==> config.mk <==
export PLATFORM = sky130hd
export DESIGN_NAME = dma_fifo
export DESIGN_NICKNAME = d
export VERILOG_FILES = /design/src/rtl/dma_pkg.sv /design/src/rtl/dma_fifo_ram.sv /design/src/rtl/dma_fifo.sv
export SDC_FILE = /design/constraint.sdc
export NUM_CORES = 1
export LEC_CHECK = 0
export ABC_AREA = 1
export BUFFER_PORTS_ARGS = -buffer_cell sky130_fd_sc_hd__buf_2
export CORE_MARGIN = 3
export CORE_UTILIZATION = 55
export CTS_BUF_LIST = sky130_fd_sc_hd__clkbuf_16
export DETAILED_ROUTE_END_ITERATION = 12
export PLACE_DENSITY = 0.72
export REMOVE_ABC_BUFFERS = 1
export SETUP_SLACK_MARGIN = 0.3
export SYNTH_ARGS = -nofsm -noshare
export SYNTH_HDL_FRONTEND = slang
export SYNTH_SLANG_ARGS = --single-unit
==> constraint.sdc <==
create_clock -name clk -period 4.2 [get_ports clk]
set_input_delay 0.84 -clock clk [delete_from_list [all_inputs] [get_ports clk]]
set_output_delay 0.84 -clock clk [all_outputs]
set_load 0.03 [all_outputs]
==> src/rtl/dma_pkg.sv <==
//==============================================================================
// Module   : dma_pkg
// Brief    : Shared DMA engine definitions: staging-buffer word width, depth
//            and the word type used between the ICB read and write phases.
// Revision : 1.0 - initial release
//==============================================================================
`default_nettype none

package dma_pkg;

    // Word width of the DMA data path (matches the core XLEN).
    localparam int DMA_DATA_WIDTH = 32;

    // One DMA burst is 16 words; the staging FIFO holds exactly one burst.
    localparam int DMA_FIFO_DEPTH = 16;

    typedef logic [DMA_DATA_WIDTH-1:0] dma_word_t;

endpackage : dma_pkg

`default_nettype wire

==> src/rtl/dma_fifo_ram.sv <==
//==============================================================================
// Module   : dma_fifo_ram
// Brief    : DEPTH x DATA_WIDTH storage array for the DMA staging FIFO.
//            Synchronous write port, asynchronous read port, no reset
//            (contents are only ever observed through valid FIFO entries).
// Revision : 1.0 - initial release
//==============================================================================
`default_nettype none

module dma_fifo_ram #(
    parameter int DATA_WIDTH = 32,
    parameter int DEPTH      = 16,
    parameter int ADDR_WIDTH = 4
) (
    input  logic                  clk,
    input  logic                  we_i,
    input  logic [ADDR_WIDTH-1:0] waddr_i,
    input  logic [DATA_WIDTH-1:0] wdata_i,
    input  logic [ADDR_WIDTH-1:0] raddr_i,
    output logic [DATA_WIDTH-1:0] rdata_o
);

    logic [DATA_WIDTH-1:0] mem_q [DEPTH];

    // Write port: store the pushed word at the write pointer.
    always_ff @(posedge clk) begin
        if (we_i) begin
            mem_q[waddr_i] <= wdata_i;
        end
    end

    // Read port is combinational so the head word is visible without latency.
    assign rdata_o = mem_q[raddr_i];

endmodule : dma_fifo_ram

`default_nettype wire

==> src/rtl/dma_fifo.sv <==
//==============================================================================
// Module   : dma_fifo
// Brief    : Single-clock show-ahead (first-word-fall-through) FIFO used as
//            the DMA staging buffer. Read responses are pushed; every accepted
//            write command pops one word. The head word is always presented
//            on out_data (0 when empty) so it can drive write data directly.
// Config   : define DMA_FIFO_ERR_FLAGS_EN to add sticky overflow/underflow
//            outputs; without it ignored push/pop requests are silent.
// Revision : 1.0 - initial release
//==============================================================================
`default_nettype none

module dma_fifo
    import dma_pkg::*;
#(
    parameter  int DATA_WIDTH = DMA_DATA_WIDTH,
    parameter  int DEPTH      = DMA_FIFO_DEPTH,
    localparam int ADDR_WIDTH = $clog2(DEPTH)
) (
    input  logic                  clk,
    input  logic                  rst,
    input  logic                  buffer_write_en,
    input  logic                  buffer_read_en,
    input  logic [DATA_WIDTH-1:0] in_data,
    output logic [DATA_WIDTH-1:0] out_data,
    output logic                  empty,
    output logic                  full,
`ifdef DMA_FIFO_ERR_FLAGS_EN
    output logic                  overflow,
    output logic                  underflow,
`endif
    output logic [ADDR_WIDTH:0]   level
);

    localparam logic [ADDR_WIDTH:0]   c_LEVEL_FULL = (ADDR_WIDTH+1)'(DEPTH);
    localparam logic [ADDR_WIDTH:0]   c_LEVEL_ONE  = (ADDR_WIDTH+1)'(1);
    localparam logic [ADDR_WIDTH-1:0] c_PTR_ONE    = ADDR_WIDTH'(1);

    logic [ADDR_WIDTH-1:0] wr_ptr_q, wr_ptr_d;
    logic [ADDR_WIDTH-1:0] rd_ptr_q, rd_ptr_d;
    logic [ADDR_WIDTH:0]   level_q,  level_d;
    logic [DATA_WIDTH-1:0] w_head;
    logic                  w_push;
    logic                  w_pop;

    // Status flags come only from the registered level, never from the enables.
    assign empty = (level_q == '0);
    assign full  = (level_q == c_LEVEL_FULL);
    assign level = level_q;

    // A push into a full FIFO is still accepted when a pop frees a slot in the
    // same cycle; a pop is only accepted when there is a word to consume.
    assign w_push = buffer_write_en & (~full | buffer_read_en);
    assign w_pop  = buffer_read_en & ~empty;

    dma_fifo_ram #(
        .DATA_WIDTH (DATA_WIDTH),
        .DEPTH      (DEPTH),
        .ADDR_WIDTH (ADDR_WIDTH)
    ) u_ram (
        .clk     (clk),
        .we_i    (w_push),
        .waddr_i (wr_ptr_q),
        .wdata_i (in_data),
        .raddr_i (rd_ptr_q),
        .rdata_o (w_head)
    );

    // Mask the head with empty so stale storage never leaks onto out_data.
    assign out_data = empty ? '0 : w_head;

    // Next-state for pointers and occupancy; pointers wrap naturally mod DEPTH.
    always_comb begin
        wr_ptr_d = wr_ptr_q;
        rd_ptr_d = rd_ptr_q;
        level_d  = level_q;
        if (w_push) begin
            wr_ptr_d = wr_ptr_q + c_PTR_ONE;
        end
        if (w_pop) begin
            rd_ptr_d = rd_ptr_q + c_PTR_ONE;
        end
        case ({w_push, w_pop})
            2'b10:   level_d = level_q + c_LEVEL_ONE;
            2'b01:   level_d = level_q - c_LEVEL_ONE;
            default: level_d = level_q;
        endcase
    end

    // Pointer/occupancy registers; reset discards every held entry.
    always_ff @(posedge clk) begin
        if (rst) begin
            wr_ptr_q <= '0;
            rd_ptr_q <= '0;
            level_q  <= '0;
        end else begin
            wr_ptr_q <= wr_ptr_d;
            rd_ptr_q <= rd_ptr_d;
            level_q  <= level_d;
        end
    end

`ifdef DMA_FIFO_ERR_FLAGS_EN
    logic overflow_q,  overflow_d;
    logic underflow_q, underflow_d;

    // Sticky error flags: set on any dropped request, cleared only by reset.
    always_comb begin
        overflow_d  = overflow_q  | (buffer_write_en & ~w_push);
        underflow_d = underflow_q | (buffer_read_en  & ~w_pop);
    end

    // Error flag registers.
    always_ff @(posedge clk) begin
        if (rst) begin
            overflow_q  <= 1'b0;
            underflow_q <= 1'b0;
        end else begin
            overflow_q  <= overflow_d;
            underflow_q <= underflow_d;
        end
    end

    assign overflow  = overflow_q;
    assign underflow = underflow_q;
`endif

endmodule : dma_fifo

`default_nettype wire

## After elaboration in Yosys (flattened, before gate mapping)

Memories as Yosys holds them, arrays and structs flattened. A register that Yosys moved wholly into a read port is not among the register bits.
Cells that the tools add are included.

- Add/sub/neg operators: 4
- Muxes and demuxes: 6
- Equality and inequality tests: 3
- Reduce and logical (&&, ||, !) cells: 2
- Bitwise gates (word level): 5

Operators with widths:

| kind | number |
|---|---|
| 2-to-1 mux 32 bit | 1 |
| case mux 5 bit (2 select lines) | 1 |
| adder 4 x 1 -> 4 bit, second input constant | 2 |
| 2-to-1 mux 4 bit | 2 |
| adder 5 x 1 -> 5 bit, second input constant | 1 |
| == test 5 bit, second input constant | 1 |
| logical NOT 5 bit | 1 |
| subtractor 5 x 1 -> 5 bit, second input constant | 1 |
| bitwise AND 1 bit | 2 |
| == test 2 x 1 -> 1 bit, second input constant | 1 |
| == test 2 bit, second input constant | 1 |
| 2-to-1 mux 1 bit | 2 |
| NOT 1 bit | 2 |
| nonzero test 2 bit | 1 |
| OR 1 bit | 1 |

- Word-level logic and storage cells: 24
- Bits in registers: 13
- Memory bits (writable): 512
- Memories: 1
- Output and inout bits: 39

Memories:

| name | words | bits a word | rd ports | clocked after memory_dff | write ports | line | source |
|---|---|---|---|---|---|---|---|
| u_ram.mem_q | 16 | 32 | 1 | 1 | 1 | dma_fifo_ram.sv:23 | `logic [DATA_WIDTH-1:0] mem_q [DEPTH];` |

## Logic depth before layout (Yosys ltp)

- Word-level depth: 6
- Gate-level depth with buffers: 17
- Mapped depth without buffers: 17

## Hierarchy

Synthesis repeated with hierarchy kept, for this count alone.

- Cell total of the unflattened synthesis: 2272
- Area total of the unflattened synthesis: 23148.5 sq um

Modules (own cells, without submodules):

| module | cells each | times used | seq. area each (sq um) | area each (sq um) |
|---|---|---|---|---|
| dma_fifo_ram | 2088 | 1 | 15374.7 | 22089.9 |
| dma_fifo | 184 | 1 | 260.2 | 1058.5 |

## Least setup slack after synthesis

OpenSTA, ideal clock, no wires.

- Path kind: input-to-reg
- Start point: input port buffer_read_en
- End point: memory u_ram.mem_q[3][0], enable pin
- Stages on the path: 5
- Slack: 271 ps
- Arrival time: 3468 ps
- Library setup time: 461 ps
- Buffers on the path: 1
- Cell sequence: inv_1 > nand4_1 > nand2_1 > buf_2 > nor3_1

- Word-level cells in the longest chain between the ends: 4

RTL lines:

| element | line | source |
|---|---|---|
| from (decl) | dma_fifo.sv:23 | `input logic buffer_read_en,` |
| OR 1 bit | dma_fifo.sv:53 | `assign w_push = buffer_write_en & (~full \| buffer_read_en);` |
| bitwise AND 1 bit | dma_fifo.sv:53 |  |
| 2-to-1 mux 1 bit | dma_fifo_ram.sv:27 | `if (we_i) begin` |
| 2-to-1 mux 1 bit (implied by the code) | dma_fifo_ram.sv:28 | `mem_q[waddr_i] <= wdata_i;` |
| to (decl) | dma_fifo_ram.sv:23 |  |

Every way passes these cells.

==> run metrics <==
hold slack 487 ps; Sequential cell area 0.0157 mm^2; CTS tree built; Total GRT Usage 0.239; CTS Hold Bufs 0; post-place instance area 0.0224 mm^2; Routed WL per cell roughly 21 um; Post-Syn Area about 0.022 mm^2; Area Growth Syn to Fin 11.8%; crit path kind register to output port; FP Rows 71; clk_lat worst skew 570 ps; layout cell share with drive strength beyond 1 0.113; Data arrival, critical path roughly 2700 ps; Fin Setup TNS 0 ps; reg2reg setup slack 1640 ps; drt total wl 50300 um; global-route wire length before repair 76700 um; post-route ant nets 0; worst clock skew 14.3 ps; worst r2r src level[0]$_SDFFE_PP0P_; Core Util, Final 0.632; CP max FO 41; final number of setup-violating endpoints 0; Setup Fix Bufs, Post-CTS 0; fillers 2854; Max Slew Vio Count 0; final net count just under 2000; Yosys cell types 25; Reg2Reg Depth 16; Die ar. 0.0417 mm^2; Post-Syn Instances 1825; post-synthesis sequential area ratio 0.728; largest net degree at the start of global routing between 100 and 150; antenna violations before repair 3; DR vias/cell around 5.8; area of the multi-input gates 0.00511 mm^2; Sequential Power Share 0.410; input/output buffers 74; H-tree depth 2; CTS Buf Count 53; Avg Inst Size Synth 11.8 um^2; startpoint types register; RR Endpoint level[4]$_SDFFE_PP0P_; dpl hpwl between 20000 and 30000 um; fmax 0.285 GHz; Rel. slew slack 0.343; PostCTS Resize Cnt 0; CP Capture Type output port; clk sinks around 530; post-route cell area 0.0242 mm^2; outcome complete, no violations; MaxCap Viol Count 0; static leakage 0.00891 uW; hold path start rd_ptr_q[2]$_SDFFE_PP0P_; pwr dens 607 mW/mm^2; Worst VDD drop 0.546 mV; Final period util 0.834; Die Y just over 200 um; count of final hold-check violations 0; Max Root-Sink Buffers 3; internal power 9840 uW; Non-Filler Instances between 2000 and 2500; Logic pwr share 0.268; flop and latch count out of synthesis 529; switching power just under 5000 uW; Die X around 200 um; CP required ~3400 ps; Hold WC Path Type register to register; 1st-iter DRT viols 1436; RSZ-0062 raised after global routing false; drc violations 0; Pre-Repair DR Iteration Count 5; Clock Power Share 0.322; Root Buffer clkbuf_16; switching part of the total 0.329; GPL Wtd Cong 0.788; Hold Path Stages 2; Diodes inserted 0; clock slew at reported path FFs approximately 60 ps; IO Pins 75; Vias about 14000; Initial Util 0.565; Yosys Warn Count 0; # placed instances approximately 2300; worst-margin pin slew 984 ps; total grt overflow 0; CORE AREA 0.0382 mm^2; vias in the first global route around 14000; min cycle time layout 3500 ps
[flip-flops by register name, indices dropped and copies added (netlist names), named ones only]
signal and cells:
level 5, rd_ptr_q 4, u_ram.mem_q 512, wr_ptr_q 4
[worst max-delay path, stage by stage (launching register included)]
cell     delay [ps]
dfxtp_4         370
inv_6           260
buf_12          270
buf_12          230
nand2_1          80
nand3_1          80
nand3_1          90
nand2_1          90
nand2_1          60
a21oi_1         270
buf_2           260
[how the worst max path moves through the flow]
stage,to,cells past startpoint
2_1_floorplan,out_data[10],7
3_3_place_gp,out_data[11],10
3_5_place_dp,out_data[23],9
4_1_cts,out_data[23],9
5_1_grt,out_data[23],9
6_report,out_data[30],10
[cell type report]
cell class | instances | area share
inverter | 29 | 0.00482
clock buffer | 55 | 0.0570
timing repair buffer | 119 | 0.0335
multi-input combinational | 1157 | 0.212
clock inverter | 38 | 0.0156
tap | 511 | 0.0265
sequential | 529 | 0.651
[metrics by stage]
| stage | power, uW | setup slack, ps |
|---|---|---|
| after floorplan | 8890 | -3780 |
| after detailed placement | 10000 | 1280 |
| after global routing | 15300 | 502 |
| final | 14700 | 697 |
| after global placement | 9950 | 1350 |
| after CTS | 14700 | 664 |
[cells by family (layout without fill, tap and decap cells)]
group	count (synthesis)	count (layout)	synth area share
fa+ha+maj	9	9	0.00521
simple gates	1092	1092	0.214
buf+inv	139	241	0.0393
flops	529	529	0.728
compound gates	51	51	0.0119
xor+xnor	5	5	0.00203
[routing by layer]
layer  up-vias  wire length [um]  track usage
li1       6510                 -            -
met1      6845             20700        0.334
met2       655             23900        0.388
met3       104              4340       0.0440
met4         6              1320       0.0757
met5         -                39            0
[cells in the mapped netlist]
| library cell | count | area, um^2 |
|---|---|---|
| nand2_1 | 668 | 2510 |
| edfxtp_1 | 512 | 15400 |
| nand3_1 | 395 | 1980 |
| a21oi_1 | 43 | 215 |
| buf_4 | 28 | 210 |
| inv_1 | 26 | 97.6 |
| buf_6 | 22 | 248 |
| buf_1 | 21 | 78.8 |
| buf_2 | 19 | 95.1 |
| clkbuf_1 | 18 | 67.6 |
| dfxtp_1 | 17 | 340 |
| nor3_1 | 16 | 80.1 |
| nor2_1 | 11 | 41.3 |
| ha_1 | 9 | 113 |
| o21ai_0 | 7 | 35.0 |
| xor2_1 | 3 | 26.3 |
| xnor2_1 | 2 | 17.5 |
| buf_12 | 1 | 20.0 |
| buf_8 | 1 | 15.0 |
| clkinv_1 | 1 | 3.75 |
| inv_2 | 1 | 3.75 |
| inv_6 | 1 | 8.76 |
| nand3b_1 | 1 | 7.51 |
| nand4_1 | 1 | 6.26 |
| o21bai_1 | 1 | 7.51 |
[power groups by stage]
stage | Clock (uW) | Sequential [uW] | Combinational [uW]
floorplan | 0 | 6380 | 2510
global placement | 0 | 6110 | 3830
detailed placement | 0 | 6120 | 3910
CTS | 4770 | 6010 | 3940
global route | 4990 | 6020 | 4320
finish | 4720 | 6010 | 3940
[cells in the final DEF, fill, tap and decap left out, drive strengths merged, types with 2 or more instances in the layout]
master / netlist / routed
buf: 92 / 119
nor3: 16 / 16
edfxtp: 512 / 512
nor2: 11 / 11
clkbuf: 18 / 55
nand2: 668 / 668
inv: 28 / 40
o21ai: 7 / 7
dfxtp: 17 / 17
bufinv: 0 / 8
a21oi: 43 / 43
nand3: 395 / 395
clkinv: 1 / 18
ha: 9 / 9
xor2: 3 / 3
xnor2: 2 / 2
Power figures use the tool's default switching activity.
